### config.mk
export PLATFORM = sky130hd
export DESIGN_NAME = dma_unpack_112
export DESIGN_NICKNAME = d
export VERILOG_FILES = /design/src/rtl/dma_pkg.sv /design/src/rtl/dma_unpack_112.sv
export SDC_FILE = /design/constraint.sdc
export NUM_CORES = 1
export LEC_CHECK = 0
export ABC_AREA = 1
export CAP_MARGIN = 20
export CORE_ASPECT_RATIO = 1.1
export CORE_MARGIN = 8
export CORE_UTILIZATION = 34
export CTS_CLUSTER_DIAMETER = 120
export DETAILED_ROUTE_END_ITERATION = 12
export PLACE_DENSITY = 0.53
export SYNTH_ARGS = -nofsm -noshare
export SYNTH_HDL_FRONTEND = slang
export SYNTH_SLANG_ARGS = --single-unit
export TNS_END_PERCENT = 1
### constraint.sdc
create_clock -name clk -period 3.9 [get_ports clk]
set_input_delay 1.17 -clock clk [delete_from_list [all_inputs] [get_ports clk]]
set_output_delay 1.17 -clock clk [all_outputs]
set_load 0.02 [all_outputs]
### src/rtl/dma_pkg.sv
// Shared constants and FSM state type for the 112-bit row to 64-bit beat unpacker.
// A 14-byte row is unpacked into 8-byte beats; a 196-byte block ends on a half beat.
// The tail beat carries the last 4 bytes of a block under a low-nibble strobe.
package dma_pkg;

  localparam int         ROW_BYTES       = 14;
  localparam int         BEAT_BYTES      = 8;
  localparam int         BEATS_PER_BLOCK = 25;
  localparam logic [7:0] TAIL_STRB       = 8'h0F;

  typedef enum logic [1:0] {
    IDLE,
    RUN,
    DONE
  } state_e;

endpackage

### src/rtl/dma_unpack_112.sv
// Unpacks blocks of 112-bit buffer rows into 64-bit DMA beats, zero-padded, strobed tail per block.
// Latency: first beat valid 3 cycles after start (1-cycle row read plus capture).
// Backpressure: beat held stable until dma_ready; no row fetch while a full beat is stalled.
module dma_unpack_112
  import dma_pkg::*;
#(
  parameter int IN_W           = ROW_BYTES * 8,
  parameter int ADDR_W         = 10,
  parameter int ROWS_PER_BLOCK = 14
) (
  input  logic              clk,
  input  logic              rst_n,
  input  logic              start,
  input  logic [ADDR_W-1:0] base_addr,
  input  logic [7:0]        n_blocks,
  output logic              busy,
  output logic              done,
  output logic              buf_re,
  output logic [ADDR_W-1:0] buf_raddr,
  input  logic [IN_W-1:0]   buf_rdata,
  output logic              dma_valid,
  input  logic              dma_ready,
  output logic [63:0]       dma_wdata,
  output logic [7:0]        dma_strb,
  output logic              dma_last
);

  localparam int         BEAT_W   = BEAT_BYTES * 8;
  // Residue never exceeds 48 leftover bits plus one freshly captured row.
  localparam int         SR_W     = IN_W + 48;
  localparam logic [7:0] ROWS_L   = 8'(ROWS_PER_BLOCK);
  localparam logic [7:0] CNT_BEAT = 8'(BEAT_W);
  localparam logic [7:0] CNT_ROW  = 8'(IN_W);
  localparam logic [7:0] CNT_TAIL = 8'd32;

  state_e            state_q, state_d;
  logic [SR_W-1:0]   sr_q, sr_d;
  logic [7:0]        cnt_q, cnt_d;
  logic [7:0]        rows_q, rows_d;
  logic [7:0]        blocks_q, blocks_d;
  logic [ADDR_W-1:0] addr_q, addr_d;
  logic              inflight_q;

  logic              rows_left;
  logic              tail;
  logic              beat_vld;
  logic              fire;
  logic [7:0]        cnt_post;
  logic              rd_issue;
  logic [SR_W-1:0]   sr_sh;
  logic [SR_W-1:0]   row_ext;

  assign row_ext = {{(SR_W-IN_W){1'b0}}, buf_rdata};

  // Decode beat availability, tail condition and read issue from the current residue.
  always_comb begin
    rows_left = (rows_q < ROWS_L);
    tail      = (state_q == RUN) && !rows_left && !inflight_q && (cnt_q == CNT_TAIL);
    beat_vld  = (state_q == RUN) && ((cnt_q >= CNT_BEAT) || tail);
    fire      = beat_vld && dma_ready;
    cnt_post  = (fire && !tail) ? (cnt_q - CNT_BEAT) : cnt_q;
    // Only fetch when the residue after this cycle's beat cannot form another full beat,
    // so a capture never lands while an unaccepted beat is pending.
    rd_issue  = (state_q == RUN) && !inflight_q && rows_left && (cnt_post < CNT_BEAT);
  end

  // Next-state logic: FSM, residue shift/merge, row and block bookkeeping.
  always_comb begin
    state_d  = state_q;
    sr_d     = sr_q;
    cnt_d    = cnt_q;
    rows_d   = rows_q;
    blocks_d = blocks_q;
    addr_d   = addr_q;
    sr_sh    = sr_q;
    case (state_q)
      IDLE: begin
        if (start) begin
          addr_d   = base_addr;
          blocks_d = n_blocks;
          sr_d     = '0;
          cnt_d    = '0;
          rows_d   = '0;
          state_d  = (n_blocks == 8'd0) ? DONE : RUN;
        end
      end
      RUN: begin
        if (tail && fire) begin
          // Blocks are independent: drop the padding residue and restart the row count.
          sr_d     = '0;
          cnt_d    = '0;
          rows_d   = '0;
          blocks_d = blocks_q - 8'd1;
          if (blocks_q == 8'd1) begin
            state_d = DONE;
          end
        end else begin
          sr_sh = fire ? (sr_q >> BEAT_W) : sr_q;
          if (inflight_q) begin
            sr_d  = sr_sh | (row_ext << cnt_post);
            cnt_d = cnt_post + CNT_ROW;
          end else begin
            sr_d  = sr_sh;
            cnt_d = cnt_post;
          end
          if (rd_issue) begin
            rows_d = rows_q + 8'd1;
            addr_d = addr_q + {{(ADDR_W-1){1'b0}}, 1'b1};
          end
        end
      end
      DONE: begin
        state_d = IDLE;
      end
      default: begin
        state_d = IDLE;
      end
    endcase
  end

  // State and datapath registers; reset discards any in-flight row.
  always_ff @(posedge clk or negedge rst_n) begin
    if (!rst_n) begin
      state_q    <= IDLE;
      sr_q       <= '0;
      cnt_q      <= '0;
      rows_q     <= '0;
      blocks_q   <= '0;
      addr_q     <= '0;
      inflight_q <= 1'b0;
    end else begin
      state_q    <= state_d;
      sr_q       <= sr_d;
      cnt_q      <= cnt_d;
      rows_q     <= rows_d;
      blocks_q   <= blocks_d;
      addr_q     <= addr_d;
      inflight_q <= rd_issue;
    end
  end

  assign busy      = (state_q == RUN);
  assign done      = (state_q == DONE);
  assign buf_re    = rd_issue;
  assign buf_raddr = addr_q;
  assign dma_valid = beat_vld;
  assign dma_last  = tail;
  assign dma_wdata = tail ? {{(BEAT_W-32){1'b0}}, sr_q[31:0]} : sr_q[BEAT_W-1:0];
  assign dma_strb  = beat_vld ? (tail ? TAIL_STRB : 8'hFF) : 8'h00;

endmodule
==> results of run 1 <==
## how the worst min path moves through the flow
stage	start	depth (start not counted)	slack [ns]	end
4_1_cts	sr_q[125]$_DFFE_PN0P_	2	0.48	sr_q[125]$_DFFE_PN0P_
2_1_floorplan	sr_q[32]$_DFFE_PN0P_	2	0.45	sr_q[32]$_DFFE_PN0P_
3_5_place_dp	sr_q[125]$_DFFE_PN0P_	2	0.46	sr_q[125]$_DFFE_PN0P_
3_3_place_gp	sr_q[49]$_DFFE_PN0P_	2	0.46	sr_q[49]$_DFFE_PN0P_
6_report	sr_q[38]$_DFFE_PN0P_	2	0.48	sr_q[38]$_DFFE_PN0P_
5_1_grt	sr_q[80]$_DFFE_PN0P_	2	0.49	sr_q[80]$_DFFE_PN0P_
## cell usage in the layout, fill, tap and decap left out, types with 4 or more instances in the layout
master	count
buf_12	16
o21ai_1	57
o211ai_1	16
inv_2	4
xor2_1	9
nand2_1	1357
clkbuf_8	5
dfrtp_1	191
clkbuf_16	17
nor2_1	125
dlymetal6s2s_1	7
buf_4	47
a21oi_1	38
nand3_1	199
o21ai_0	189
clkinv_2	5
ha_1	6
nand4_1	98
inv_1	259
nor3_1	20
nand2_2	4
clkdlybuf4s50_1	211
## logic make-up after synthesis
| kind of cell | share of synthesized area [%] |
|---|---|
| AND/OR/NAND/NOR | 45.99 |
| multiplexers | 0.06190 |
| buffers and inverters | 13.18 |
| flip-flops | 29.86 |
| adder cells (fa/ha/maj) | 0.5416 |
| XOR/XNOR | 0.5416 |
| AO/OA/AOI/OAI | 9.826 |
## tightest hold or removal path, stage by stage, from the launching register on
cell and delay (ns):
dfrtp_1 0.34, nand2_1 0.05, nand2_1 0.05
## power groups by stage
stage,Sequential (uW),Clock [uW],Combinational [uW]
6_report,3430,1880,10300
3_3_place_gp,3430,0,10200
3_5_place_dp,3460,0,10200
2_1_floorplan,3340,0,6930
4_1_cts,3430,1930,10300
5_1_grt,3550,2000,11500
## through the flow
step	instances	cell area, um^2
global placement	3530	18770
CTS	3562	19380
detailed placement	3530	18770
finish	3562	19400
global route	3562	19400
floorplan	2840	16170
## layer usage
| layer | track usage [%] | wire length (um) |
|---|---|---|
| met5 | 0 | 0 |
| met2 | 34.00 | 28150 |
| met4 | 9.339 | 2514 |
| met3 | 2.949 | 3987 |
| met1 | 35.05 | 31090 |
## layout make-up
class / count / area, um^2 / area share (%)
clock buffers: 21 / 480.5 / 2.477
clock inverters: 11 / 126.4 / 0.6514
inverters: 267 / 1012 / 5.218
multi-input cells: 2143 / 9250 / 47.68
flip-flops and latches: 193 / 4837 / 24.93
well taps: 645 / 807.0 / 4.160
repair buffers: 282 / 2887 / 14.88
## sequential cells by signal, indices dropped and copies added, names as in the netlist
name	count
sr_q	160
buf_raddr	10
blocks_q	8
rows_q	8
cnt_q	4
state_q	2
inflight_q	1
## timing repair
action,4_1_cts,5_1_grt
endpoints found under the setup margin,6,7
resized for setup,1,7
endpoints found under the hold margin,0,0
pin swaps,0,1
hold buffers,0,0
==> metrics, run 1 <==
status complete, no violations; fraction of registers with async set/reset between 90% and 100%; Via Count 17850; GRT Util Overall 23.57%; Net Switching 8346 uW; largest net degree at the start of global routing between 150 and 200; CTS tree built; CP Buf/Inv Count 4; cell accounting for the most synthesized area nand2_1; layout cells sized above 1 about 4.4%; Lkg Pwr between 0.009 and 0.01 uW; FILL cells 5138; most frequent cell after synthesis nand2_1; Iteration-0 DRC Markers 2227; Final Total Pwr approximately 16000 uW; worst slew pin tran 0.8921 ns; Area Overhead vs Synth 19.96%; Die ar. 54810 um^2; share of the synthesized area in the top cell type 31.54%; Yosys cell types 35; Crit Reg-Reg Startpoint cnt_q[6]$_DFFE_PN0P_; Arr. time, crit path 2.55 ns; #FFs+latches synth 193; register share of total power 21.9%; Initial Util 34.12%; crit-path max FO 35; row cnt 84; clock root cell clkbuf_16; most used flip-flop cell after synthesis dfrtp_1; Clock Skews 0.01064 ns; Gate power share between 60 and 70%; Layout Nets 3045; final hold slack 0.4803 ns; first-pass GRT wire length 101000 um; Antenna Cells 0; clk_lat worst skew roughly 0.47 ns; Syn. warnings 0; postcts setup bufs 0; CP peak stage delay 0.55 ns; synth top area cells nand2_1 32%, dfrtp_1 30%, nand3_1 6.2%, inv_1 6.0%, o21ai_0 5.8%; highest clock rate between 0.2 and 0.3 GHz; Period minus WS final ~3.7 ns; drt wl/cell between 15 and 20 um; worst hold path type reg -> reg; slew margin rel. 39.90%; reg-to-reg slack, setup 0.77 ns; Num Clock Sinks 193; slowest cell on the critical path clkdlybuf4s50_1; vias in the first global route approximately 16000; Boundary Pins 221; CP Launch Point cnt_q[6]$_DFFE_PN0P_; critical path capture point type output pin; via density per instance 5.011; dpl ws 0.2704 ns; area of the core 47400 um^2; initial antenna violation count 0; sequential share of the synthesized area 29.86%; Critical Path Stages 9; PD cells 806.5 nW/um^2; Final Util 40.93%; P_int between 7000 and 8000 uW; commonest cells in the netlist 1359 x nand2_1, 259 x inv_1, 199 x nand3_1, 193 x dfrtp_1, 189 x o21ai_0; Period Utilization, post-route roughly 95%; clock power share 12.0%; Critical Path RT 2.73 ns; Final Max Slew Viols 0; TritonCTS Buffers 17; class of the most critical setup path reg -> out; post-route antenna net violation count 0; grt total ovfl 0; post-route setup slack between 0.15 and 0.2 ns; Clock Tree Buf Depth 2; RR Endpoint sr_q[3]$_DFFE_PN0P_; DRC 0; CP Cell Sequence inv_1, ha_2, nand2_1, inv_1, nand2_1, nor2_4, buf_12, nor2_1, clkdlybuf4s50_1; port buffer count 220; htree depth 4; final setup fails 0; CP Launch Type register; Final HPWL DP roughly 47000 um; CP top delay family buffers and inverters; Die H 244.7 um; Net Count, Synth 2981; DRT Pass-1 Iters 6; final hold vios 0; Sw Share between 50% and 60%; worst vdd rail ir drop 0.4444 mV; clock slew at reported path FFs 0.07 ns; Reg2Reg Depth 13; Max Cap Viol 0; chip width 223.9 um; cell area after synthesis 16170 um^2; final WL 65740 um; RSZ-0062 raised after global routing no; Post-Syn Instances 2840; global placement routability congestion 0.9452; TNS Setup 0 ns; Avg Inst Size Synth 5.694 um^2; number of synthesized flops with an enable pin 0; Setup crit end dma_wdata[32]
No activity file was read; power rests on OpenSTA's default activity.
==> run 2: changes to the inputs <==
--- a/config.mk
+++ b/config.mk
@@ -13,6 +13,7 @@
 export CTS_CLUSTER_DIAMETER = 120
 export DETAILED_ROUTE_END_ITERATION = 12
 export PLACE_DENSITY = 0.53
+export SLEW_MARGIN = 15
 export SYNTH_ARGS = -nofsm -noshare
 export SYNTH_HDL_FRONTEND = slang
 export SYNTH_SLANG_ARGS = --single-unit
==> results of run 2 <==
The final DEF is identical to that of run 1; final timing and power are the same.
